`src/rtl/and_gate_if.sv`:
```
// Operand, control and result signals of and_gate grouped as one bus.
// The master drives the operands and cnt_clr; the slave (and_gate) drives the results.
`timescale 1ns/1ps

interface and_gate_if #(
  parameter int CNT_W = 16
);
  logic             a;
  logic             b;
  logic             cnt_clr;
  logic             s;
  logic             s_sync;
  logic             s_filt;
  logic             s_rise;
  logic [CNT_W-1:0] s_cnt;

  modport master (
    output a, b, cnt_clr,
    input  s, s_sync, s_filt, s_rise, s_cnt
  );

  modport slave (
    input  a, b, cnt_clr,
    output s, s_sync, s_filt, s_rise, s_cnt
  );
endinterface

```
`src/rtl/and_gate.sv`:
```
// AND of two asynchronous inputs: raw, synchronized, run-length filtered, rising-edge pulse.
// Optional rise-event counter enabled by defining AND_GATE_CNT_EN; otherwise s_cnt is tied to 0.
`timescale 1ns/1ps

module and_gate #(
  parameter int FILT_LEN = 4,   // 1..255
  parameter int CNT_W    = 16   // 1..32, must match the bus CNT_W
) (
  input  logic     sys_clk,
  input  logic     sys_rst_n,
  and_gate_if.slave bus
);

  localparam logic [7:0] FILT_MAX = 8'(FILT_LEN);

  logic [1:0] a_sync;
  logic [1:0] b_sync;
  logic       s_sync;
  logic [7:0] run_cnt;
  logic [7:0] run_nxt;
  logic       filt_nxt;
  logic       rise_nxt;
  logic       s_filt;
  logic       s_rise;

  // Raw AND path: purely combinational, alive even while reset is held.
  assign bus.s = bus.a & bus.b;

  // NOTE: sequential state uses non-blocking assignments so every flop samples
  // pre-edge values; blocking here would collapse the two synchronizer stages.
  always_ff @(posedge sys_clk or negedge sys_rst_n) begin
    if (!sys_rst_n) begin
      a_sync <= 2'b00;
      b_sync <= 2'b00;
    end else begin
      a_sync <= {a_sync[0], bus.a};
      b_sync <= {b_sync[0], bus.b};
    end
  end

  assign s_sync     = a_sync[1] & b_sync[1];
  assign bus.s_sync = s_sync;

  // NOTE: every always_comb output gets a default first, so no path can infer a latch.
  always_comb begin
    run_nxt  = 8'd0;
    filt_nxt = 1'b0;
    rise_nxt = 1'b0;
    if (s_sync) begin
      run_nxt = (run_cnt == FILT_MAX) ? run_cnt : run_cnt + 8'd1;
    end
    // A saturated run keeps filt_nxt high; any 0 sample drops it at once.
    filt_nxt = s_sync && (run_nxt == FILT_MAX);
    rise_nxt = filt_nxt && !s_filt;
  end

  always_ff @(posedge sys_clk or negedge sys_rst_n) begin
    if (!sys_rst_n) begin
      run_cnt <= 8'd0;
      s_filt  <= 1'b0;
      s_rise  <= 1'b0;
    end else begin
      run_cnt <= run_nxt;
      s_filt  <= filt_nxt;
      s_rise  <= rise_nxt;
    end
  end

  assign bus.s_filt = s_filt;
  assign bus.s_rise = s_rise;

`ifdef AND_GATE_CNT_EN
  logic [CNT_W-1:0] cnt;

  // Clear wins over a coincident rise; the count saturates instead of wrapping.
  always_ff @(posedge sys_clk or negedge sys_rst_n) begin
    if (!sys_rst_n) begin
      cnt <= '0;
    end else if (bus.cnt_clr) begin
      cnt <= '0;
    end else if (s_rise && (cnt != {CNT_W{1'b1}})) begin
      cnt <= cnt + CNT_W'(1);
    end
  end

  assign bus.s_cnt = cnt;
`else
  logic cnt_clr_unused;

  assign cnt_clr_unused = bus.cnt_clr;
  assign bus.s_cnt      = {CNT_W{1'b0}};
`endif

endmodule

```
`src/flat_wrapper.sv`:
```
// flat-port wrapper written by rule: the top's interface ports become plain ports
module and_gate_flat 
#(
  parameter int FILT_LEN = 4,            
  parameter int CNT_W    = 16                                     
)
  (sys_clk, sys_rst_n, bus_a, bus_b, bus_cnt_clr, bus_s, bus_s_sync, bus_s_filt, bus_s_rise, bus_s_cnt);
  and_gate_if #(.CNT_W(CNT_W)) bus_i ();
  input  logic sys_clk;
  input  logic sys_rst_n;
  input wire logic [$bits(bus_i.a)-1:0] bus_a;
  input wire logic [$bits(bus_i.b)-1:0] bus_b;
  input wire logic [$bits(bus_i.cnt_clr)-1:0] bus_cnt_clr;
  output wire logic [$bits(bus_i.s)-1:0] bus_s;
  output wire logic [$bits(bus_i.s_sync)-1:0] bus_s_sync;
  output wire logic [$bits(bus_i.s_filt)-1:0] bus_s_filt;
  output wire logic [$bits(bus_i.s_rise)-1:0] bus_s_rise;
  output wire logic [$bits(bus_i.s_cnt)-1:0] bus_s_cnt;
  assign bus_i.a = bus_a;
  assign bus_i.b = bus_b;
  assign bus_i.cnt_clr = bus_cnt_clr;
  assign bus_s = bus_i.s;
  assign bus_s_sync = bus_i.s_sync;
  assign bus_s_filt = bus_i.s_filt;
  assign bus_s_rise = bus_i.s_rise;
  assign bus_s_cnt = bus_i.s_cnt;
  and_gate #(.FILT_LEN(FILT_LEN), .CNT_W(CNT_W)) u_core (.sys_clk(sys_clk), .sys_rst_n(sys_rst_n), .bus(bus_i));
endmodule
```
`config.mk`:
```
export PLATFORM = sky130hd
export DESIGN_NAME = and_gate_flat
export DESIGN_NICKNAME = d
export VERILOG_FILES = /design/src/rtl/and_gate_if.sv /design/src/rtl/and_gate.sv /design/src/flat_wrapper.sv
export SDC_FILE = /design/constraint.sdc
export NUM_CORES = 1
export LEC_CHECK = 0
export BUFFER_PORTS_ARGS = -buffer_cell sky130_fd_sc_hd__clkbuf_2
export CAP_MARGIN = 20
export CORE_UTILIZATION = 30
export CTS_BUF_LIST = sky130_fd_sc_hd__clkbuf_16
export CTS_CLUSTER_DIAMETER = 150
export DETAILED_ROUTE_END_ITERATION = 6
export SYNTH_ARGS = -nofsm -noshare
export SYNTH_HDL_FRONTEND = slang
export SYNTH_SLANG_ARGS = --single-unit
```
`constraint.sdc`:
```
create_clock -name sys_clk -period 2.1 [get_ports sys_clk]
set_input_delay 0.42 -clock sys_clk [delete_from_list [all_inputs] [get_ports sys_clk]]
set_output_delay 0.42 -clock sys_clk [all_outputs]
set_load 0.02 [all_outputs]
```
Word level (Yosys, flattened, before mapping)
Index checks and enable logic that the tools add are counted.

word-level totals
  bits in registers = 14
  bits of input ports = 5
  word-level logic and storage cells = 15
  output and inout port bits = 20

cells by class
  muxes and demuxes = 2
  reductions and logical operators = 3
  $add $sub $neg = 1
  bitwise gates (word level) = 2
  equality and inequality tests = 2

operators with widths
  operator                                       number
  == test 8 x 3 -> 1 bit, second input constant  2
  2-to-1 mux 8 bit                               2
  adder 8 x 1 -> 8 bit, second input constant    1
  AND 1 bit                                      2
  logical AND 1 bit                              2
  zero test 1 bit                                1

Depth between registers and ports, before layout
Gate-level depths: netlist of run 1.

  depth after elaboration = 6
  gate-level depth with buffers = 7
  gate-level depth less buffers = 7

Worst setup path after synthesis of run 1
Ideal clock, no wire load.

  path type = flip-flop to flip-flop
  from = register u_core.run_cnt[0]
  to = register u_core.s_rise (netlist: u_core.bus.s_rise)
  clock period less this slack = 1.743 ns
  data required time = 1.979 ns
  path slack = 0.357 ns
  setup time = 0.121 ns
  stages on the path, launching flop included = 8
  arrival = 1.622 ns
  path buffers = 0
  cell sequence = dfrtp_1 > inv_1 > ha_1 > nor3b_2 > nand4_4 > and4b_1 > o32a_1 > and4bb_1

on the way
  cells in the longest elaborated chain, start to end = 6
  elaborated cells on any way between the ends = 7
  those cells by class = add/sub (1); eq/ne (2); mux (2); reduce/logical (2)

RTL lines
  what                                                            line            text
  from (decl)                                                     and_gate.sv:19  logic [7:0] run_cnt;
  from (signal assigned)                                          and_gate.sv:63  run_cnt <= run_nxt;
  adder 8 x 1 -> 8 bit or == test 8 x 3 -> 1 bit (tied branches)  and_gate.sv:50  run_nxt = (run_cnt == FILT_MAX) ? run_cnt : run_cnt + 8'd1;
  2-to-1 mux 8 bit *                                              and_gate.sv:50
  2-to-1 mux 8 bit *                                              and_gate.sv:49  if (s_sync) begin
  == test 8 x 3 -> 1 bit *                                        and_gate.sv:53  filt_nxt = s_sync && (run_nxt == FILT_MAX);
  logical AND 1 bit *                                             and_gate.sv:53
  logical AND 1 bit *                                             and_gate.sv:54  rise_nxt = filt_nxt && !s_filt;
  via u_core.rise_nxt                                             and_gate.sv:22  logic rise_nxt;
  to (signal assigned)                                            and_gate.sv:65  s_rise <= rise_nxt;
  to (decl)                                                       and_gate.sv:24  logic s_rise;

The timed path passes the listed nets; every way through them passes the cells marked *.

Final worst setup path of run 1
Same ends and word-level chain as after synthesis.

==> results of run 1 <==
flip-flops by register name (all words and copies together), names as in the netlist:
register,flops
u_core.bus.s_rise,1
u_core.a_sync,2
u_core.run_cnt,8
u_core.bus.s_filt,1
u_core.b_sync,2
power by group through the flow:
stage	logic, mW	registers (mW)	clock network [mW]
after global placement	0.0586	0.284	0
after global routing	0.0660	0.282	0.369
after detailed placement	0.0597	0.285	0
after floorplan	0.0684	0.284	0
final	0.0598	0.281	0.349
after CTS	0.0598	0.281	0.356
cell families after synthesis:
logic type / after synthesis / share of synthesized area (%)
DFF: 14 / 42.7
and+or+nand+nor: 34 / 26.1
xor gates and xnor gates: 3 / 3.21
buffers and inverters: 21 / 17.9
AOI/OAI and AO/OA: 9 / 6.56
other: 1 / 0.458
adders and majority gates: 2 / 3.05
worst paths after layout:
kind | from | endpoint | slack [ns] | cells past startpoint
max | u_core.run_cnt[0]$_DFF_PN0_ | u_core.bus.s_rise$_DFF_PN0_ | 0.14 | 7
min | sys_rst_n | u_core.run_cnt[0]$_DFF_PN0_ | 0.07 | 1
min in group sys_clk | bus_a | u_core.a_sync[0]$_DFF_PN0_ | 0.30 | 1
max in group asynchronous | sys_rst_n | u_core.run_cnt[4]$_DFF_PN0_ | 1.76 | 1
max reg2reg | u_core.run_cnt[0]$_DFF_PN0_ | u_core.bus.s_rise$_DFF_PN0_ | 0.14 | 7
min reg2reg | u_core.a_sync[0]$_DFF_PN0_ | u_core.a_sync[1]$_DFF_PN0_ | 0.35 | 0
worst max-delay path, cell delays in order, from the launching register on:
cell and delay, ns:
sky130_fd_sc_hd__dfrtp_1 0.45, sky130_fd_sc_hd__inv_1 0.09, sky130_fd_sc_hd__ha_1 0.14, sky130_fd_sc_hd__nor3b_2 0.22, sky130_fd_sc_hd__nand4_4 0.19, sky130_fd_sc_hd__and4b_1 0.26, sky130_fd_sc_hd__o32a_1 0.30, sky130_fd_sc_hd__and4bb_1 0.20
metrics by stage:
| step | area [sq um] | worst slack, ns | hold WS (ns) | utilization (%) |
|---|---|---|---|---|
| global placement | 817 | 0.201 | 0.331 | 32.4 |
| floorplan | 876 | 0.357 | 0.124 | - |
| finish | 892 | 0.141 | 0.0738 | 35.4 |
| CTS | 892 | 0.149 | 0.0948 | 35.4 |
| detailed placement | 817 | 0.167 | 0.337 | 32.4 |
| global route | 892 | 0.0663 | 0.116 | 35.4 |
cell usage in the layout (no fill, tap or decap):
master and n:
sky130_fd_sc_hd__and3b_1 1, sky130_fd_sc_hd__nand4_1 3, sky130_fd_sc_hd__nor3_1 1, sky130_fd_sc_hd__and2_1 2
sky130_fd_sc_hd__ha_1 2, sky130_fd_sc_hd__xor2_1 3, sky130_fd_sc_hd__and2_2 1, sky130_fd_sc_hd__and2b_1 1
sky130_fd_sc_hd__clkbuf_2 7, sky130_fd_sc_hd__and3_1 1, sky130_fd_sc_hd__and4b_1 2, sky130_fd_sc_hd__nor2_1 9
sky130_fd_sc_hd__nor3b_2 1, sky130_fd_sc_hd__nand4_4 1, sky130_fd_sc_hd__conb_1 16, sky130_fd_sc_hd__clkbuf_16 3
sky130_fd_sc_hd__inv_1 4, sky130_fd_sc_hd__and4bb_1 1, sky130_fd_sc_hd__nand2_1 5, sky130_fd_sc_hd__nand3_1 2
sky130_fd_sc_hd__or3_1 1, sky130_fd_sc_hd__dfrtp_1 14, sky130_fd_sc_hd__o32a_1 1, sky130_fd_sc_hd__a31oi_1 3
sky130_fd_sc_hd__nand2b_1 2, sky130_fd_sc_hd__a21oi_1 2, sky130_fd_sc_hd__o21ai_0 3
area by class of cell:
cell class / instances / area [sq um]
well taps: 30 / 37.5
inverters: 4 / 15.0
flip-flops and latches: 14 / 350
clock buffers: 3 / 75.1
multi-input cells: 64 / 379
fillers: 264 / 1630
repair buffers: 7 / 35.0
cells in the mapped netlist (all sizes together) (2+ instances only):
master	instances
a21oi	2
nand4	4
buf	17
ha	2
nand2b	2
nand3	2
and4b	2
and2	3
o21ai	3
nor2	9
dfrtp	14
nand2	5
a31oi	3
inv	4
xor2	3
layer usage:
| layer | track usage [%] | up-vias | part of all wire (%) |
|---|---|---|---|
| li1 | - | 272 | - |
| met1 | 13.4 | 282 | 45 |
| met2 | 18.7 | 19 | 49 |
| met3 | 3.33 | 4 | 4.2 |
| met4 | 5.56 | 0 | 1.4 |
| met5 | 0 | - | 0 |
==> impl_metrics.csv, run 1 <==
group,metric,value,unit
power_and_ir_drop,p_clk_share,50.6,%
power_and_ir_drop,pwr-share-seq,40.7,%
synthesis,synthCells,84,
power_and_ir_drop,leakage_power,0.419,nW
power_and_ir_drop,power.share.combinational,8.7,%
timing,setup_total_negative_slack,0,ns
die,ioPinCount,25,
synthesis,total_of_flip_flops_plus_latches_after_synthesis,14,
die,initial_utilization,32.5,%
cts,cts.repair.resized,0,
layout,num_antenna_cells,0,
cts,clk_transition_reported_paths,0.05,ns
route,dr_total_vias,577,
global_route,globalRoute.totalOverflow,0,
cts,tritoncts,"yes",
route,routed_wl,1.44,mm
critical_path,critical_path_arrival,2.09,ns
cts,cts_htree_levels,1,
critical_path,critical_path_class,"reg2reg",
route,route.detailed.wl_per_inst,11.8,microns
timing,timing_hold_violations_final,0,
critical_path,worstPathMaxFanout,10,
cts,tritoncts_num_sinks,14,
timing,shortest_period_the_worst_path_allows,1.96,ns
placed_design,globalplace.congestion,0.710,
cts,cts_made_buffers,3,
cts,insertion_delay,0.24,ns
timing,grt_setup_unrepaired,"false",
critical_path,critPathRequiredTime,2.23,ns
power_and_ir_drop,power_density,773,nW/um^2
power_and_ir_drop,internal_power,538,uW
synthesis,ys_top_cells_by_area,"sky130_fd_sc_hd__dfrtp_1, sky130_fd_sc_hd__buf_4, sky130_fd_sc_hd__nor2_1, sky130_fd_sc_hd__xor2_1, sky130_fd_sc_hd__ha_1",
route,vias_per_cell,4.73,
timing,timing.clock.skew,0.00513,ns
global_route,gr-usage-all-layers,11.4,%
layout,nets,101,
synthesis,synthesis.area,820,sq um
synthesis,synth_cell_types,27,
synthesis,postSynthAreaPerCell,9.76,sq um
synthesis,ys_dominant_reg_cell,"sky130_fd_sc_hd__dfrtp_1",
power_and_ir_drop,netSwitchingFraction,21.9,%
synthesis,synth-edff-count,0,
critical_path,setup.worst_path.end_class,"flip-flop",
placed_design,placed_cells,119,
global_route,grt_pass1_wl,2.28,mm
cts,postCtsSetupBuffers,0,
timing,timing.final.max_slew_violations,0,
layout,layout.cells.non_filler,122,
min_path,worstHoldPathType,"in2async",
synthesis,ys_warn_count,0,
route,drt_drc_violations_left,0,
synthesis,ys_seq_area_share,42.7,%
timing,final_min_period_over_clock_period,93.3,%
synthesis,async_flop_share,100,%
status,run_status,"complete, no violations",
global_route,grt_start_max_net_pins,15,
critical_path,critical_path.startpoint_type,"flip-flop",
die,fp.dieW,54.3,microns
route,drt_first_iter_violations,11,
cts,cts_hold_buffers,0,
die,design.die.area,2940,sq um
global_route,first_global_vias,498,
cts,cts.root.buffer_cell,"sky130_fd_sc_hd__clkbuf_16",
layout,area.growth.synth_to_final,8.86,%
die,core_area,2520,sq um
power_and_ir_drop,irDropWorstVdd,0.426,mV
placed_design,detailedPlacementHpwl,1.05,mm
power_and_ir_drop,report.power.total,689,uW
global_route,antenna_violations_before_repair,0,
route,detailedRoute.firstPassIterationCount,4,
timing,fmax,510,MHz
placed_design,numPortBuffers,7,
timing,setup_violations,0,
die,placementRows,18,
synthesis,netlist.top_cell.by_area,"sky130_fd_sc_hd__dfrtp_1",
power_and_ir_drop,p_sw,151,uW
layout,post_route_cells_drive_above_1_share,14.1,%
die,fp.dieH,54.3,microns
run,drv_cap,0,
cts,clock_tree.buffer_depth,2,
route,detail-route-antenna-nets,0,
synthesis,yosys.area.top_type_share,42.7,%
(Power assumes the default switching activity.)
==> inputs of run 2 (changes only) <==
CORE_ASPECT_RATIO = 1.75   (was unset)
==> run 2 against run 1 <==
Against the previous run:
- via count grew 1.4%
- power grew 1.4%
- combinational power shrank 0.8%
- clock power grew 3%
- global-route usage shrank 0.60 points
- routed wire length shrank 4.8%
- critical path depth is the same
- flip-flop and latch count is the same
- largest cell class unchanged
==> impl_metrics.csv, run 2 (synthesis results as in run 1) <==
group,metric,value,unit
status,run_status,"complete, no violations",
power_and_ir_drop,leakage_power,0.420,nW
layout,area.growth.synth_to_final,8.70,%
layout,most_frequent_standard_cell_in_the_layout_excluding_fill_and_tap_cells,"sky130_fd_sc_hd__conb_1",
critical_path,crit_start,"u_core.run_cnt[0]$_DFF_PN0_",
run,drv_cap,0,
timing,timing_hold_violations_final,0,
power_and_ir_drop,netSwitchingFraction,22.6,%
critical_path,critical_path.startpoint_type,"flip-flop",
critical_path,reg2reg_from,"u_core.run_cnt[0]$_DFF_PN0_",
critical_path,critPathRequiredTime,2.23,ns
cts,cts_hold_buffers,0,
cts,tritoncts_num_sinks,14,
route,detailedRoute.firstPassIterationCount,4,
route,routed_wl,1.37,mm
cts,postCtsSetupBuffers,0,
placed_design,globalplace.congestion,0.819,
die,initial_utilization,32.1,%
timing,setup_total_negative_slack,0,ns
critical_path,critical_path_arrival,2.10,ns
cts,clock_tree.buffer_depth,2,
global_route,globalRoute.totalOverflow,0,
power_and_ir_drop,irDropWorstVdd,0.544,mV
die,placementRows,24,
cts,cts.root.buffer_cell,"sky130_fd_sc_hd__clkbuf_16",
global_route,grt_pass1_wl,2.37,mm
placed_design,placedInstanceArea,812,sq um
min_path,worstHoldPathType,"in2async",
layout,largest_register,"u_core.run_cnt",
layout,reg.largest.list,"u_core.run_cnt (8), u_core.a_sync (2), u_core.b_sync (2)",
layout,nets,101,
global_route,antenna_violations_before_repair,0,
die,ioPinCount,25,
power_and_ir_drop,power.share.combinational,8.5,%
route,drt_drc_violations_left,0,
placed_design,numPortBuffers,7,
layout,largest_register_ffs,8,
power_and_ir_drop,internal_power,541,uW
global_route,grt_start_max_net_pins,15,
timing,timing.final.max_slew_violations,0,
cts,insertion_delay,0.24,ns
cts,tritoncts,"yes",
route,vias_per_cell,4.92,
global_route,gr-usage-all-layers,10.8,%
cts,cts.repair.resized,0,
route,detail-route-antenna-nets,0,
placed_design,detailedPlacementHpwl,1.05,mm
layout,num_antenna_cells,0,
cts,clk_transition_reported_paths,0.04,ns
timing,final_min_period_over_clock_period,93.6,%
die,design.die.area,2950,sq um
die,fp.dieW,41.5,microns
global_route,first_global_vias,537,
timing,grt_setup_unrepaired,"false",
power_and_ir_drop,p_clk_share,51.4,%
critical_path,critical_path_class,"reg2reg",
cts,cts_made_buffers,3,
layout,post_route_cells_drive_above_1_share,14.0,%
timing,shortest_period_the_worst_path_allows,1.96,ns
route,drt_first_iter_violations,15,
layout,post-route-cell-area,891,sq um
timing,setup_violations,0,
die,core_area,2550,sq um
die,fp.dieH,71.1,microns
timing,fmax,509,MHz
route,dr_total_vias,585,
power_and_ir_drop,power_density,785,nW/um^2
critical_path,setup.worst_path.end_class,"flip-flop",
critical_path,worstPathMaxFanout,10,
timing,timing.clock.skew,0.000987,ns
power_and_ir_drop,p_sw,158,uW
critical_path,ff2ff_setup_slack,0.14,ns
layout,leading_cell_types_in_the_layout_fill_and_taps_excluded,"sky130_fd_sc_hd__conb_1, sky130_fd_sc_hd__dfrtp_1, sky130_fd_sc_hd__nor2_1",
route,route.detailed.wl_per_inst,11.5,microns
power_and_ir_drop,pwr-share-seq,40.1,%
cts,cts_htree_levels,1,
-- run 2: cell type report --
| cell class | count | area, sq um |
|---|---|---|
| Fill cell | 259 | 1660 |
| Multi-Input combinational cell | 64 | 379 |
| Sequential cell | 14 | 350 |
| Clock buffer | 3 | 75.1 |
| Timing Repair Buffer | 7 | 35.0 |
| Tap cell | 26 | 32.5 |
| Inverter | 4 | 15.0 |
| Clock inverter | 1 | 3.75 |
-- run 2: final timing paths --
| check | cells past startpoint | endpoint |
|---|---|---|
| min reg2reg | 0 | u_core.b_sync[1]$_DFF_PN0_ |
| max | 7 | u_core.bus.s_rise$_DFF_PN0_ |
| max in group asynchronous | 1 | u_core.run_cnt[0]$_DFF_PN0_ |
| min | 1 | u_core.run_cnt[3]$_DFF_PN0_ |
| max reg2reg | 7 | u_core.bus.s_rise$_DFF_PN0_ |
| min in group sys_clk | 1 | u_core.a_sync[0]$_DFF_PN0_ |
-- run 2: power groups by stage --
stage          sequential [mW]  clock [mW]  combinational [mW]
4_1_cts                  0.281       0.370              0.0597
6_report                 0.281       0.359              0.0593
3_3_place_gp             0.284           0              0.0587
2_1_floorplan            0.284           0              0.0684
5_1_grt                  0.281       0.377              0.0659
3_5_place_dp             0.285           0              0.0597
-- run 2: critical path: stages (launching register included) --
cell and delay, ns:
sky130_fd_sc_hd__dfrtp_1 0.44, sky130_fd_sc_hd__inv_1 0.09, sky130_fd_sc_hd__ha_1 0.15, sky130_fd_sc_hd__nor3b_2 0.23, sky130_fd_sc_hd__nand4_4 0.19, sky130_fd_sc_hd__and4b_1 0.25, sky130_fd_sc_hd__o32a_1 0.31, sky130_fd_sc_hd__and4bb_1 0.20
-- run 2: metrics by stage --
step	cells	power, mW	utilization [%]	hold WS, ns	setup WS, ns
global route	119	0.724	34.9	0.104	0.0157
CTS	119	0.710	34.9	0.0808	0.132
finish	119	0.699	34.9	0.0692	0.135
detailed placement	115	0.345	31.8	0.336	0.137
floorplan	99	0.352	-	0.124	0.357
global placement	115	0.343	31.8	0.334	0.177
-- run 2: routing by layer --
layer	global-route usage [%]	part of all wire, %	wire (microns)
met1	11.1	37	501
met4	9.68	4.0	55
met3	1.53	4.5	61
met2	18.2	55	748
met5	0	0	0
